[src/rtl/caja_musica_pkg.sv]
// Shared note table, key-to-note map and FSM state type for the tone generator.
package caja_musica_pkg;

  localparam int NUM_NOTAS = 12;
  localparam int SP_W      = 17;

  // C4..B4 half-periods in 50 MHz clock cycles
  localparam logic [SP_W-1:0] SEMIPERIODO [0:NUM_NOTAS-1] = '{
    17'd95555, 17'd90192, 17'd85132, 17'd80354, 17'd75843, 17'd71586,
    17'd67569, 17'd63776, 17'd60197, 17'd56818, 17'd53629, 17'd50619
  };

  localparam logic [3:0] MAPA_NATURAL [0:6] = '{
    4'd0, 4'd2, 4'd4, 4'd5, 4'd7, 4'd9, 4'd11
  };

  typedef enum logic {
    IDLE = 1'b0,
    TONO = 1'b1
  } estado_t;

  // A 7-key board plays the natural notes; any other size maps keys to semitones
  function automatic logic [SP_W-1:0] semiperiodo_tecla(input logic [3:0] idx,
                                                        input int n_teclas);
    logic [SP_W-1:0] sp;
    sp = SEMIPERIODO[0];
    if (n_teclas == 7) begin
      if (idx < 4'd7) sp = SEMIPERIODO[MAPA_NATURAL[idx[2:0]]];
      else            sp = SEMIPERIODO[0];
    end else begin
      if (idx < 4'd12) sp = SEMIPERIODO[idx];
      else             sp = SEMIPERIODO[0];
    end
    return sp;
  endfunction

endpackage

[src/rtl/antirrebote.sv]
// Key synchroniser plus debounce: the stable vector only follows the
// synchronised keys after DEB_CYCLES cycles without any change.
module antirrebote #(
  parameter int N           = 7,
  parameter int SYNC_STAGES = 2,
  parameter int DEB_CYCLES  = 1_000_000
) (
  input  logic         clk,
  input  logic         reset,
  input  logic [N-1:0] teclas,
  output logic [N-1:0] estable
);

  localparam int DEB_W = (DEB_CYCLES > 1) ? $clog2(DEB_CYCLES) : 1;
  localparam logic [DEB_W-1:0] CNT_MAX = DEB_W'(DEB_CYCLES - 1);

  logic [N-1:0]     sync_r [0:SYNC_STAGES-1];
  logic [N-1:0]     prev_r;
  logic [DEB_W-1:0] cnt_r;

  // Synchroniser chain for the asynchronous key levels
  always_ff @(posedge clk or negedge reset) begin
    if (!reset) begin
      for (int i = 0; i < SYNC_STAGES; i++) sync_r[i] <= '0;
    end else begin
      sync_r[0] <= teclas;
      for (int i = 1; i < SYNC_STAGES; i++) sync_r[i] <= sync_r[i-1];
    end
  end

  // Stability counter; any change restarts the window
  always_ff @(posedge clk or negedge reset) begin
    if (!reset) begin
      prev_r  <= '0;
      cnt_r   <= '0;
      estable <= '0;
    end else begin
      prev_r <= sync_r[SYNC_STAGES-1];
      if (sync_r[SYNC_STAGES-1] != prev_r) begin
        cnt_r <= '0;
      end else if (cnt_r == CNT_MAX) begin
        estable <= sync_r[SYNC_STAGES-1];
      end else begin
        cnt_r <= cnt_r + DEB_W'(1);
      end
    end
  end

endmodule

[src/rtl/generador_tonos.sv]
// Keyboard tone generator: highest-priority debounced key drives a 50 % square
// wave; note changes and silence only land on half-period boundaries.
module generador_tonos
  import caja_musica_pkg::*;
#(
  parameter int N_TECLAS    = 7,
  parameter int CNT_W       = 21,
  parameter int SYNC_STAGES = 2,
  parameter int DEB_CYCLES  = 1_000_000,
  localparam int NOTA_W     = (N_TECLAS > 1) ? $clog2(N_TECLAS) : 1
) (
  input  logic                clk,
  input  logic                reset,
  input  logic [N_TECLAS-1:0] teclas,
  input  logic [1:0]          octava,
  output logic                clk_out,
  output logic                activo,
  output logic [NOTA_W-1:0]   nota
);

  logic [N_TECLAS-1:0] estable_s;
  logic                hay_tecla_s;
  logic [NOTA_W-1:0]   idx_s;
  logic [SP_W-1:0]     sp_s;
  logic [SP_W-1:0]     sp_desp_s;
  logic [CNT_W-1:0]    hp_s;
  logic                fin_fase_s;

  estado_t             estado_r;
  estado_t             estado_sig_s;
  logic [CNT_W-1:0]    cnt_r;
  logic [CNT_W-1:0]    hp_lat_r;
  logic [CNT_W-1:0]    cnt_sig_s;
  logic [CNT_W-1:0]    hp_sig_s;
  logic [NOTA_W-1:0]   nota_sig_s;
  logic                clk_sig_s;
  logic                activo_sig_s;

  antirrebote #(
    .N           (N_TECLAS),
    .SYNC_STAGES (SYNC_STAGES),
    .DEB_CYCLES  (DEB_CYCLES)
  ) u_antirrebote (
    .clk     (clk),
    .reset   (reset),
    .teclas  (teclas),
    .estable (estable_s)
  );

  assign hay_tecla_s = |estable_s;
  assign fin_fase_s  = (cnt_r == hp_lat_r - CNT_W'(1));

  // Priority encoder: the lowest pressed index wins
  always_comb begin
    idx_s = '0;
    for (int i = N_TECLAS - 1; i >= 0; i--) begin
      if (estable_s[i]) idx_s = NOTA_W'(i);
      else              idx_s = idx_s;
    end
  end

  // Octave-shifted half-period, never shorter than two cycles
  always_comb begin
    sp_s      = semiperiodo_tecla(4'(idx_s), N_TECLAS);
    sp_desp_s = sp_s >> octava;
    if (sp_desp_s < SP_W'(2)) hp_s = CNT_W'(2);
    else                      hp_s = CNT_W'(sp_desp_s);
  end

  // State register
  always_ff @(posedge clk or negedge reset) begin
    if (!reset) estado_r <= IDLE;
    else        estado_r <= estado_sig_s;
  end

  // Next-state logic
  always_comb begin
    estado_sig_s = estado_r;
    case (estado_r)
      IDLE: begin
        if (hay_tecla_s) estado_sig_s = TONO;
        else             estado_sig_s = IDLE;
      end
      TONO: begin
        if (fin_fase_s && !hay_tecla_s) estado_sig_s = IDLE;
        else                            estado_sig_s = TONO;
      end
      default: estado_sig_s = IDLE;
    endcase
  end

  // Next output and datapath values; all of them are registered below
  always_comb begin
    cnt_sig_s    = cnt_r;
    hp_sig_s     = hp_lat_r;
    nota_sig_s   = nota;
    clk_sig_s    = clk_out;
    activo_sig_s = activo;
    case (estado_r)
      IDLE: begin
        cnt_sig_s = '0;
        if (hay_tecla_s) begin
          hp_sig_s     = hp_s;
          nota_sig_s   = idx_s;
          clk_sig_s    = 1'b1;
          activo_sig_s = 1'b1;
        end else begin
          clk_sig_s    = 1'b0;
          activo_sig_s = 1'b0;
        end
      end
      TONO: begin
        if (fin_fase_s) begin
          cnt_sig_s = '0;
          if (hay_tecla_s) begin
            clk_sig_s    = ~clk_out;
            hp_sig_s     = hp_s;
            nota_sig_s   = idx_s;
            activo_sig_s = 1'b1;
          end else begin
            clk_sig_s    = 1'b0;
            activo_sig_s = 1'b0;
          end
        end else begin
          cnt_sig_s = cnt_r + CNT_W'(1);
        end
      end
      default: begin
        cnt_sig_s    = '0;
        clk_sig_s    = 1'b0;
        activo_sig_s = 1'b0;
      end
    endcase
  end

  // Output and datapath registers
  always_ff @(posedge clk or negedge reset) begin
    if (!reset) begin
      cnt_r    <= '0;
      hp_lat_r <= '0;
      clk_out  <= 1'b0;
      activo   <= 1'b0;
      nota     <= '0;
    end else begin
      cnt_r    <= cnt_sig_s;
      hp_lat_r <= hp_sig_s;
      clk_out  <= clk_sig_s;
      activo   <= activo_sig_s;
      nota     <= nota_sig_s;
    end
  end

endmodule

[config.mk]
export PLATFORM = sky130hd
export DESIGN_NAME = generador_tonos
export DESIGN_NICKNAME = d
export VERILOG_FILES = /design/src/rtl/caja_musica_pkg.sv /design/src/rtl/antirrebote.sv /design/src/rtl/generador_tonos.sv
export SDC_FILE = /design/constraint.sdc
export NUM_CORES = 1
export LEC_CHECK = 0
export CORE_MARGIN = 5
export CORE_UTILIZATION = 40
export DETAILED_ROUTE_END_ITERATION = 7
export MAX_ROUTING_LAYER = met4
export PLACE_DENSITY = 0.56
export RECOVER_POWER = 25
export SYNTH_ARGS = -nofsm -noshare
export SYNTH_HDL_FRONTEND = slang
export SYNTH_SLANG_ARGS = --single-unit
[constraint.sdc]
create_clock -name clk -period 8.3 [get_ports clk]
set_input_delay 1.245 -clock clk [delete_from_list [all_inputs] [get_ports clk]]
set_output_delay 1.245 -clock clk [all_outputs]
set_load 0.03 [all_outputs]
==> impl_metrics.json <==
{
  "cts.htree.levels": 3,
  "clkPwrFrac": 0.462,
  "vias": 4715,
  "status": "finished, violations left",
  "drt_pre_antenna_iters": 4,
  "p_int_uw": 683,
  "r2r-start": "hp_lat_r[0]",
  "clockBufferDepth": 2,
  "cts_buffers": 9,
  "wire_per_inst_microns": 16.8,
  "clock-root-buffer": "clkbuf_16",
  "dp_hpwl_microns": 9630,
  "clock-skew-final_ns": 0.00576,
  "synth_adder_area_share": 0.0197,
  "grt_start_max_net_pins": 56,
  "yosysWarnings": 0,
  "antenna_cells": 0,
  "grtUsageTotal": 0.179,
  "first_global_vias": 4694,
  "clkSlewWorstSetupHoldPaths_ns": 0.07,
  "holdBufCountCts": 0,
  "pwr-share-seq": 0.501,
  "synth_simple_gate_area_frac": 0.234,
  "setup_viol": 0,
  "insertion_delay_ns": 0.35,
  "io_pins": 16,
  "startpoint_type": "flip-flop",
  "slew_headroom": -0.289,
  "synthXorXnorAreaFrac": 0.0996,
  "areaGrowthSynthToFinish_pct": 9.52,
  "switching_power_uw": 227,
  "reg2reg_slack_ns": 4.25,
  "required_ns": 8.49,
  "synth_fp_nets": 653,
  "seq_area_sq_um": 2300,
  "clkSinkCount": 92,
  "initial_utilization": 0.410,
  "rsz0062_at_grt": "false",
  "multi_input_area_sq_um": 3170,
  "synthDistinctLibCells": 77,
  "cp_max_fo": 15,
  "arrival_ns": 4.24,
  "worst-slew-pin-transition_ns": 1.93,
  "crit_type": "flip-flop to flip-flop",
  "synth_compound_area_frac": 0.177,
  "core-area_sq_um": 13900,
  "fillers": 1356,
  "fmax_ghz": 0.247,
  "final_nets": 645,
  "drtAntennaViolNets": 0,
  "syn_inst": 633,
  "synth_top_flop_cell": "dfrtp_1",
  "port_buffers": 15,
  "syn_avg_cell_area_sq_um": 9.03,
  "drive_above_1_share": 0.0841,
  "cp-endpoint": "hp_lat_r[6]",
  "switching_share": 0.249,
  "drt_iter0_drc": 428,
  "ys_seq_area_frac": 0.403,
  "hp-class": "flip-flop to flip-flop",
  "crit_path_end_kind": "flip-flop",
  "drc": 0,
  "die_y_microns": 130,
  "grt-ovfl-total": 0,
  "finalCritPeriodShare": 0.488,
  "power_leakage_uw": 0.00248,
  "synthArstFlopShare": 1.00,
  "dp_slack_ns": 4.18,
  "die_area_sq_um": 16800,
  "cts_resized": 0,
  "slew_viol_final": 39,
  "grt_antenna_before_repair": 0,
  "die_x_microns": 130,
  "finalSetupTns_ns": 0,
  "max_cap_viol_count": 1,
  "synth_top_family_by_area": "simple AND/OR/NAND/NOR gates",
  "place_congestion": 0.947,
  "grt_pass1_wl_microns": 23500,
  "synth-seq-cells": 92,
  "synth-edff-count": 0,
  "rr_worst_depth": 10,
  "setup_slack_ns": 4.25,
  "crit_path_start": "hp_lat_r[0]",
  "post_cts_buffers": 0,
  "pwr-share-comb": 0.037,
  "synthesis.area_sq_um": 5720,
  "violations": "max-capacitance violations, max-slew violations",
  "final_hold_viol_count": 0,
  "avgViaCountPerCell": 5.82,
  "ir_drop_v": 0.000108,
  "r2r_end": "hp_lat_r[6]",
  "drt-total-wl_microns": 13600,
  "final_cell_mix": "nor2_1 (92), dfrtp_1 (92), nand2_1 (45), xnor2_1 (37), nand3_1 (32)",
  "synthMuxAreaShare": 0.0250,
  "cts_tree": "yes",
  "pwr_density_cell_nw_per_um2": 145,
  "period_minus_slack_ns": 4.05,
  "placementRows": 43
}
[cell usage after synthesis, types with 10 or more instances]
| cell type | instances | area (sq um) |
|---|---|---|
| nand2_1 | 45 | 169 |
| clkbuf_1 | 27 | 101 |
| inv_1 | 13 | 48.8 |
| dfrtp_1 | 92 | 2300 |
| xnor2_1 | 37 | 324 |
| a311oi_1 | 10 | 87.6 |
| nor3_1 | 20 | 100 |
| nand4_1 | 11 | 68.8 |
| nand3_1 | 32 | 160 |
| xor2_1 | 28 | 245 |
| nor2_1 | 92 | 345 |
| o21ai_0 | 14 | 70.1 |
| a31oi_1 | 11 | 68.8 |
| and3_1 | 16 | 100 |
| a21oi_1 | 17 | 85.1 |
[critical path, cell delays in order, from the launching register on]
cell and delay, ns:
dfrtp_1 0.45, inv_1 0.11, ha_1 0.38, or4b_1 0.61, nor4_4 0.25, and4_1 0.23
o22a_1 0.17, nand4_1 0.51, o21ai_2 0.75, buf_4 0.34, a31oi_1 0.10
[area by class of cell]
class / count / area share
Clock buffer: 9 / 0.0360
Timing Repair Buffer: 21 / 0.0302
Sequential cell: 92 / 0.368
Clock inverter: 7 / 0.0138
Tap cell: 180 / 0.0360
Inverter: 16 / 0.00959
Multi-Input combinational cell: 485 / 0.507
[sequential cells by signal, summed over array words and instances, names as in the netlist]
name,flops
u_antirrebote.cnt_r,20
nota,3
cnt_r,21
u_antirrebote.prev_r,7
clk_out,1
u_antirrebote.estable,7
hp_lat_r,17
estado_r,1
u_antirrebote.sync_r,14
activo,1
[stage by stage]
step / hold slack, ns / instances / utilization / area (sq um) / total power [uW]
floorplan: 0.331 / 633 / - / 5720 / 480
global placement: 0.332 / 794 / 0.427 / 5950 / 499
detailed placement: 0.336 / 794 / 0.427 / 5950 / 500
CTS: 0.353 / 810 / 0.450 / 6260 / 924
global route: 0.360 / 810 / 0.449 / 6260 / 947
finish: 0.350 / 810 / 0.449 / 6260 / 909
[worst min path at each step]
stage	slack, ns	endpoint	cells after the start	startpoint
final	0.35	u_antirrebote.sync_r[0]	0	u_antirrebote.sync_r[7]
after global routing	0.36	u_antirrebote.sync_r[1]	0	u_antirrebote.sync_r[8]
after detailed placement	0.34	u_antirrebote.sync_r[5]	0	u_antirrebote.sync_r[12]
after floorplan	0.33	u_antirrebote.sync_r[0]	0	u_antirrebote.sync_r[7]
after CTS	0.35	u_antirrebote.sync_r[5]	0	u_antirrebote.sync_r[12]
after global placement	0.33	u_antirrebote.sync_r[0]	0	u_antirrebote.sync_r[7]
[power by group through the flow]
stage               combinational (uW)  sequential, uW  clock, uW
CTS                               34.7             456        433
detailed placement                34.5             465          0
global route                      37.8             457        452
floorplan                         16.2             464          0
finish                            33.8             456        420
global placement                  34.4             465          0
[kinds of logic (layout without fill, tap and decap cells)]
kind of cell             after synthesis  count (layout)
AO/OA/AOI/OAI                        134             134
buffers and inverters                 56              53
XOR/XNOR                              65              65
flip-flops                            92              92
AND/OR/NAND/NOR                      265             265
multiplexers                          12              12
adder cells (fa/ha/maj)                9               9
[layer usage]
metal  share of wire  vias up  global-route usage
met5               0        -                   -
met4           0.022        0              0.0550
met3           0.044       22              0.0408
met2            0.46      110               0.272
met1            0.48     2301               0.238
li1                -     2282                   -
(Power assumes the default switching activity.)
